`config.mk`:
```
export PLATFORM = sky130hd
export DESIGN_NAME = gb_bus_target
export DESIGN_NICKNAME = d
export VERILOG_FILES = /design/src/rtl/gb_bus_pkg.sv /design/src/rtl/sync_ff.sv /design/src/rtl/gb_bus_target.sv
export SDC_FILE = /design/constraint.sdc
export NUM_CORES = 1
export LEC_CHECK = 0
export ABC_AREA = 1
export CAP_MARGIN = 20
export CORE_AREA = 4 4 102 104
export CTS_BUF_LIST = sky130_fd_sc_hd__clkbuf_16
export DETAILED_ROUTE_END_ITERATION = 16
export DIE_AREA = 0 0 106 108
export GPL_TIMING_DRIVEN = 0
export PLACE_DENSITY_LB_ADDON = 0.08
export REMOVE_ABC_BUFFERS = 1
export SLEW_MARGIN = 25
export SYNTH_ARGS = -nofsm -noshare
export SYNTH_HDL_FRONTEND = slang
export SYNTH_SLANG_ARGS = --single-unit
```
`constraint.sdc`:
```
create_clock -name clk -period 1.96 [get_ports clk]
set_clock_uncertainty 0.05 [all_clocks]
set_input_delay 0.294 -clock clk [delete_from_list [all_inputs] [get_ports clk]]
set_output_delay 0.294 -clock clk [all_outputs]
set_load 0.005 [all_outputs]
```
`src/rtl/gb_bus_pkg.sv`:
```
// gb_bus_pkg -- shared types and constants for the Game Boy cartridge bus target.
// Rev 1.0
`default_nettype none

package gb_bus_pkg;

  localparam int GB_ADDR_W = 16;
  localparam int GB_DATA_W = 8;

  localparam logic        GB_ROM_A15  = 1'b0;
  localparam logic [15:0] GB_RAM_BASE = 16'hA000;

  typedef enum logic [1:0] {
    ST_IDLE      = 2'd0,
    ST_RD_REQ    = 2'd1,
    ST_RD_DRIVE  = 2'd2,
    ST_WR_ACTIVE = 2'd3
  } gb_bus_state_t;

endpackage

`default_nettype wire

```
`src/rtl/sync_ff.sv`:
```
// sync_ff -- generic multi-flop synchroniser with async active-low reset.
// Rev 1.0
`default_nettype none

module sync_ff #(
  parameter int               WIDTH     = 1,
  parameter int               STAGES    = 2,
  parameter logic [WIDTH-1:0] RESET_VAL = '0
) (
  input  logic             clk,
  input  logic             rst_n,
  input  logic [WIDTH-1:0] d_i,
  output logic [WIDTH-1:0] q_o
);

  logic [WIDTH-1:0] stage_q [STAGES];

  always_ff @(posedge clk or negedge rst_n) begin
    if (!rst_n) begin
      for (int i = 0; i < STAGES; i++) stage_q[i] <= RESET_VAL;
    end else begin
      stage_q[0] <= d_i;
      for (int i = 1; i < STAGES; i++) stage_q[i] <= stage_q[i-1];
    end
  end

  assign q_o = stage_q[STAGES-1];

endmodule

`default_nettype wire

```
`src/rtl/gb_bus_target.sv`:
```
// gb_bus_target -- cartridge-side Game Boy bus target: strobe sync, cycle qualification, backend handshake.
// Rev 1.0
`default_nettype none

module gb_bus_target
  import gb_bus_pkg::*;
#(
  parameter int ADDR_W      = GB_ADDR_W,
  parameter int DATA_W      = GB_DATA_W,
  parameter int SYNC_STAGES = 2,
  parameter int SETTLE      = 3
) (
  input  logic              clk,
  input  logic              rst_n,
  input  logic [ADDR_W-1:0] gb_addr,
  input  logic              gb_nrd,
  input  logic              gb_nwr,
  input  logic              gb_ncs,
  input  logic [DATA_W-1:0] pad_din,
  output logic [DATA_W-1:0] pad_dout,
  output logic [DATA_W-1:0] pad_oe,
  output logic              rd_req,
  output logic [ADDR_W-1:0] rd_addr,
  output logic              rd_ram,
  input  logic              rd_ack,
  input  logic [DATA_W-1:0] rd_data,
  output logic              wr_valid,
  output logic [ADDR_W-1:0] wr_addr,
  output logic              wr_ram,
  output logic [DATA_W-1:0] wr_data
);

  localparam logic [3:0] SETTLE_C = 4'(SETTLE);

  logic [ADDR_W-1:0] addr_s, addr_p_q;
  logic [2:0]        strb_s, strb_p_q;
  logic [DATA_W-1:0] din_s;
  logic              nrd_s, nwr_s, ncs_s;
  logic              addr_chg, any_chg, in_range;
  logic [3:0]        cnt_q;
  logic              wr_ok_q;
  gb_bus_state_t     state_q;

  sync_ff #(.WIDTH(ADDR_W), .STAGES(SYNC_STAGES), .RESET_VAL('0)) u_sync_addr (
    .clk(clk), .rst_n(rst_n), .d_i(gb_addr), .q_o(addr_s)
  );

  sync_ff #(.WIDTH(3), .STAGES(SYNC_STAGES), .RESET_VAL(3'b111)) u_sync_strb (
    .clk(clk), .rst_n(rst_n), .d_i({gb_ncs, gb_nwr, gb_nrd}), .q_o(strb_s)
  );

  // The pad already registers once, so the data path needs one stage fewer.
  sync_ff #(.WIDTH(DATA_W), .STAGES(SYNC_STAGES-1), .RESET_VAL('0)) u_align_din (
    .clk(clk), .rst_n(rst_n), .d_i(pad_din), .q_o(din_s)
  );

  assign {ncs_s, nwr_s, nrd_s} = strb_s;
  assign addr_chg = (addr_s != addr_p_q);
  assign any_chg  = addr_chg || (strb_s != strb_p_q);
  assign in_range = (addr_s[ADDR_W-1] == GB_ROM_A15) || !ncs_s;

  always_ff @(posedge clk or negedge rst_n) begin
    if (!rst_n) begin
      addr_p_q <= '0;
      strb_p_q <= 3'b111;
      cnt_q    <= '0;
      state_q  <= ST_IDLE;
      pad_dout <= '0;
      pad_oe   <= '0;
      rd_req   <= 1'b0;
      rd_addr  <= '0;
      rd_ram   <= 1'b0;
      wr_valid <= 1'b0;
      wr_addr  <= '0;
      wr_ram   <= 1'b0;
      wr_data  <= '0;
      wr_ok_q  <= 1'b0;
    end else begin
      addr_p_q <= addr_s;
      strb_p_q <= strb_s;
      if (any_chg)               cnt_q <= '0;
      else if (cnt_q != SETTLE_C) cnt_q <= cnt_q + 4'd1;
      wr_valid <= 1'b0;

      case (state_q)
        ST_IDLE: begin
          if (!nwr_s) begin
            state_q <= ST_WR_ACTIVE;
            wr_addr <= addr_s;
            wr_ram  <= !ncs_s;
            wr_data <= din_s;
            wr_ok_q <= in_range;
          end else if (!nrd_s && in_range && !any_chg && cnt_q == SETTLE_C) begin
            state_q <= ST_RD_REQ;
            rd_req  <= 1'b1;
            rd_addr <= addr_s;
            rd_ram  <= !ncs_s;
          end
        end
        ST_RD_REQ: begin
          // Abort wins over a coincident ack: the console has moved on.
          if (addr_chg || nrd_s || !nwr_s) begin
            state_q <= ST_IDLE;
            rd_req  <= 1'b0;
          end else if (rd_ack) begin
            state_q  <= ST_RD_DRIVE;
            rd_req   <= 1'b0;
            pad_dout <= rd_data;
            pad_oe   <= '1;
          end
        end
        ST_RD_DRIVE: begin
          if (addr_chg || nrd_s || !nwr_s || !in_range) begin
            state_q <= ST_IDLE;
            pad_oe  <= '0;
          end
        end
        ST_WR_ACTIVE: begin
          if (nwr_s) begin
            state_q  <= ST_IDLE;
            wr_valid <= wr_ok_q;
          end else begin
            wr_addr <= addr_s;
            wr_ram  <= !ncs_s;
            wr_data <= din_s;
            wr_ok_q <= in_range;
          end
        end
        default: state_q <= ST_IDLE;
      endcase
    end
  end

endmodule

`default_nettype wire

```
==> results of run 1 <==
[cells by family after synthesis]
group / share of synthesized area (%)
compound gates: 6.19
fa+ha+maj: 1.62
xor+xnor: 1.13
flops: 67.6
simple gates: 15.3
mux: 2.18
buf+inv: 6.06
[cell type report]
class / count / area [sq um] / share of cell area [%]
sequential: 125 / 3140 / 47.4
tap: 133 / 166 / 2.51
clock inverter: 13 / 191 / 2.89
timing repair buffer: 112 / 1160 / 17.5
inverter: 45 / 169 / 2.55
clock buffer: 17 / 425 / 6.42
multi-input combinational: 236 / 1370 / 20.7
[metal layers]
metal,up-vias,GRT usage (%),routed length (um)
li1,1545,-,-
met1,1534,22.1,4180
met2,84,29.1,4890
met3,9,6.33,573
met4,0,6.38,121
met5,-,0,0
[cells in the final DEF, fill, tap and decap left out, types with 4 or more instances in the layout]
cell type	count
dfrtp_1	116
nand2_1	99
clkdlybuf4s50_1	96
inv_1	35
nor2_1	28
a21oi_1	19
clkbuf_16	17
o21ai_2	16
inv_2	10
mux2_2	9
buf_4	9
dfstp_2	9
nor2_2	8
nand2_2	8
o21ai_0	8
nor2_4	6
ha_1	6
xor2_1	5
nand3_1	5
bufinv_16	4
[registers in the layout (all words and copies together) (netlist names)]
name,flops
u_sync_addr.q_o,16
addr_p_q,16
strb_p_q,3
wr_addr,16
pad_oe,1
rd_ram,1
cnt_q,4
rd_req,1
wr_data,8
u_sync_strb.q_o,3
u_align_din.q_o,8
wr_ram,1
state_q,2
wr_ok_q,1
rd_addr,16
u_sync_addr.stage_q,16
pad_dout,8
u_sync_strb.stage_q,3
wr_valid,1
[worst max-delay path, delay by kind of cell, from the launching register on]
family	cells	cell delay (ns)
and+or+nand+nor	8	0.97
DFF	1	0.38
AOI/OAI and AO/OA	1	0.17
buffers and inverters	2	0.24
[worst max path at each step]
stage / from / to / slack, ns / cells after the start
2_1_floorplan: state_q[0] / wr_addr[15] / -0.79 / 4
3_3_place_gp: rst_n / wr_data[5] / -4.23 / 1
3_5_place_dp: u_sync_addr.q_o[6] / rd_req / -0.16 / 13
4_1_cts: u_sync_addr.q_o[12] / rd_req / 0.001 / 13
5_1_grt: u_sync_addr.q_o[13] / rd_addr[14] / -0.07 / 11
6_report: u_sync_addr.q_o[2] / rd_addr[4] / 0.06 / 11
[power by group through the flow]
| stage | sequential, mW | clock [mW] | combinational [mW] |
|---|---|---|---|
| 2_1_floorplan | 3.23 | 0 | 0.698 |
| 3_3_place_gp | 3.21 | 0 | 1.57 |
| 3_5_place_dp | 3.22 | 0 | 1.67 |
| 4_1_cts | 3.18 | 3.31 | 1.78 |
| 5_1_grt | 3.23 | 3.45 | 1.98 |
| 6_report | 3.18 | 3.26 | 1.81 |
[through the flow]
step	TNS, ns	std cells	worst slack, ns
6_report	0	681	0.0614
5_1_grt	-0.872	681	-0.0673
4_1_cts	0	676	0.00111
3_5_place_dp	-2.34	633	-0.164
3_3_place_gp	-559.04	631	-4.23
2_1_floorplan	-17.20	401	-0.795
[what timing repair did]
| item | CTS | global route |
|---|---|---|
| endpoints found under the setup margin | 26 | 29 |
| gates resized for setup | 3 | 24 |
| hold buffers | 1 | 0 |
| pin swaps | 5 | 15 |
| hold endpoints to repair | 38 | 0 |
| setup buffers | 9 | 3 |
| gates cloned | 3 | 2 |
==> out/qor.yml, run 1 <==
outcome:
  outcome: "finished clean"
power:
  p_int_mw: 6.09
  finalPower_mw: 8.24
  total_leakage_power_nw: 3.05
  power_frac_seq_pct: 38.5
  p_comb_share_pct: 21.9
  powerDensity_nw_per_um2: 1240
  switchingPower_mw: 2.15
  vdd_drop_max_uv: 736
  power.share.clock_pct: 39.6
  p_sw_share_pct: 26.1
detailed_routing:
  wirelength_um: 9770
  antenna_left: 0
  drc: 0
  firstDrtPassIters: 4
  via_per_inst: 4.66
  drt_iter0_drc: 88
  wl_per_cell_um: 14.3
  vias: 3172
timing:
  fin_crit_ns: 1.90
  setup_viol: 0
  finalCritPeriodShare_pct: 96.9
  slew_headroom_pct: 57.5
  hold_violations: 0
  worstMarginPinSlew_ns: 0.636
  slew_violations: 0
  rsz0062_at_grt: "true"
  max_clock_freq_ghz: 0.527
  holdWs_ns: 0.248
yosys:
  synth_top_area_share_pct: 62.5
  avgSynthCellArea_sq_um: 11.1
  synth_seq_cells: 125
  synth_area_leader_cell: "dfrtp_1"
  yosysWarnings: 0
  synth_common_cells: "dfrtp_1, nand2_1, inv_1, nor2_1, a21oi_1"
  synthArstFlopShare_pct: 100
  syn_inst: 417
  synth_edf_count: 0
  synth.area.top_cells: "dfrtp_1, nand2_1, dfstp_2, o21ai_2, inv_1"
  synth_area_sq_um: 4650
  ys.flop_type: "dfrtp_1"
  synth.most_common_cell: "dfrtp_1"
  synth-seq-area-share_pct: 67.6
  synthDistinctLibCells: 27
worst_setup_path:
  end_kind: "register"
  crit_slowest_cell: "dfrtp_1"
  r2r-end: "rd_addr[4]"
  critical_path_class: "reg2reg"
  cp_cell_sequence: "inv_2, nand2_1, nand2_1, nor2_1, nand2_2, nor2_4, nand3_4, nor2_4, buf_12, nand2_8, o21ai_2"
  cp.required_ns: 2.24
  cp-start-kind: "register"
  r2r_cells: 11
  crit_path_max_fanout: 8
  cp.arrival_ns: 2.18
  cp_slowest_stage_delay_ns: 0.38
  reg2reg_slack_ns: 0.06
  r2r-start: "u_sync_addr.q_o[2]"
final_layout:
  nFillCells: 720
  syn_to_final_growth_pct: 42.5
  fin_area_sq_um: 6620
  drive_above_1_share_pct: 22.4
  diodes: 0
  final_nets: 581
  fin_util_pct: 69.4
place:
  place_congestion: 0.782
  numPortBuffers: 97
  hpwl_um: 5740
  dpl_cell_area_sq_um: 5740
floorplan:
  dieHeight_um: 108
  num_rows: 36
  fp.dieW_um: 106
  dieArea_sq_um: 11400
  initial_utilization_pct: 48.7
  ios: 98
  core_sq_um: 9550
hold_path:
  holdCritStartpoint: "gb_nwr"
  min_path_cells: 1
  hp-class: "in2reg"
  holdPathEnd: "u_sync_strb.stage_q[4]"
run:
  max_cap_viol_count: 0
clock_network:
  cts_buffers: 17
  cts_root_buf: "clkbuf_16"
  clk_pin_slew_ns: 0.06
  cts_tree: "done"
  clk_path_buf_depth: 2
  h-tree-depth: 4
  insertion_delay_ns: 0.40
  clock_sinks: 125
global_route:
  grt_pass1_vias: 3105
  grt_pass1_wl_um: 15500
  grt_max_degree: 82
  grt_remaining_overflow: 0
  grt_use_total_pct: 17.8
  antenna_found_initial: 0
(Power assumes the default switching activity.)
==> run 2: changes to the inputs <==
--- a/config.mk
+++ b/config.mk
@@ -9,6 +9,7 @@
 export CAP_MARGIN = 20
 export CORE_AREA = 4 4 102 104
 export CTS_BUF_LIST = sky130_fd_sc_hd__clkbuf_16
+export CTS_CLUSTER_DIAMETER = 80
 export DETAILED_ROUTE_END_ITERATION = 16
 export DIE_AREA = 0 0 106 108
 export GPL_TIMING_DRIVEN = 0
==> constraint.sdc (replaced) <==
create_clock -name clk -period 1.96 [get_ports clk]
set_clock_uncertainty 0.05 [all_clocks]
set_input_delay 0.196 -clock clk [delete_from_list [all_inputs] [get_ports clk]]
set_output_delay 0.196 -clock clk [all_outputs]
set_load 0.005 [all_outputs]
==> results of run 2 <==
The final DEF is identical to that of run 1. Status: finished clean.
Main changes from that run: hold slack 0.248 ns -> 0.150 ns
==> run 3: changes to the inputs <==
--- a/config.mk
+++ b/config.mk
@@ -9,7 +9,7 @@
 export CAP_MARGIN = 20
 export CORE_AREA = 4 4 102 104
 export CTS_BUF_LIST = sky130_fd_sc_hd__clkbuf_16
-export CTS_CLUSTER_DIAMETER = 80
+export CTS_CLUSTER_DIAMETER = 50
 export DETAILED_ROUTE_END_ITERATION = 16
 export DIE_AREA = 0 0 106 108
 export GPL_TIMING_DRIVEN = 0
==> results of run 3 <==
The final DEF is identical to that of run 1. Status: finished clean.
Main changes from that run: hold slack 0.248 ns -> 0.150 ns
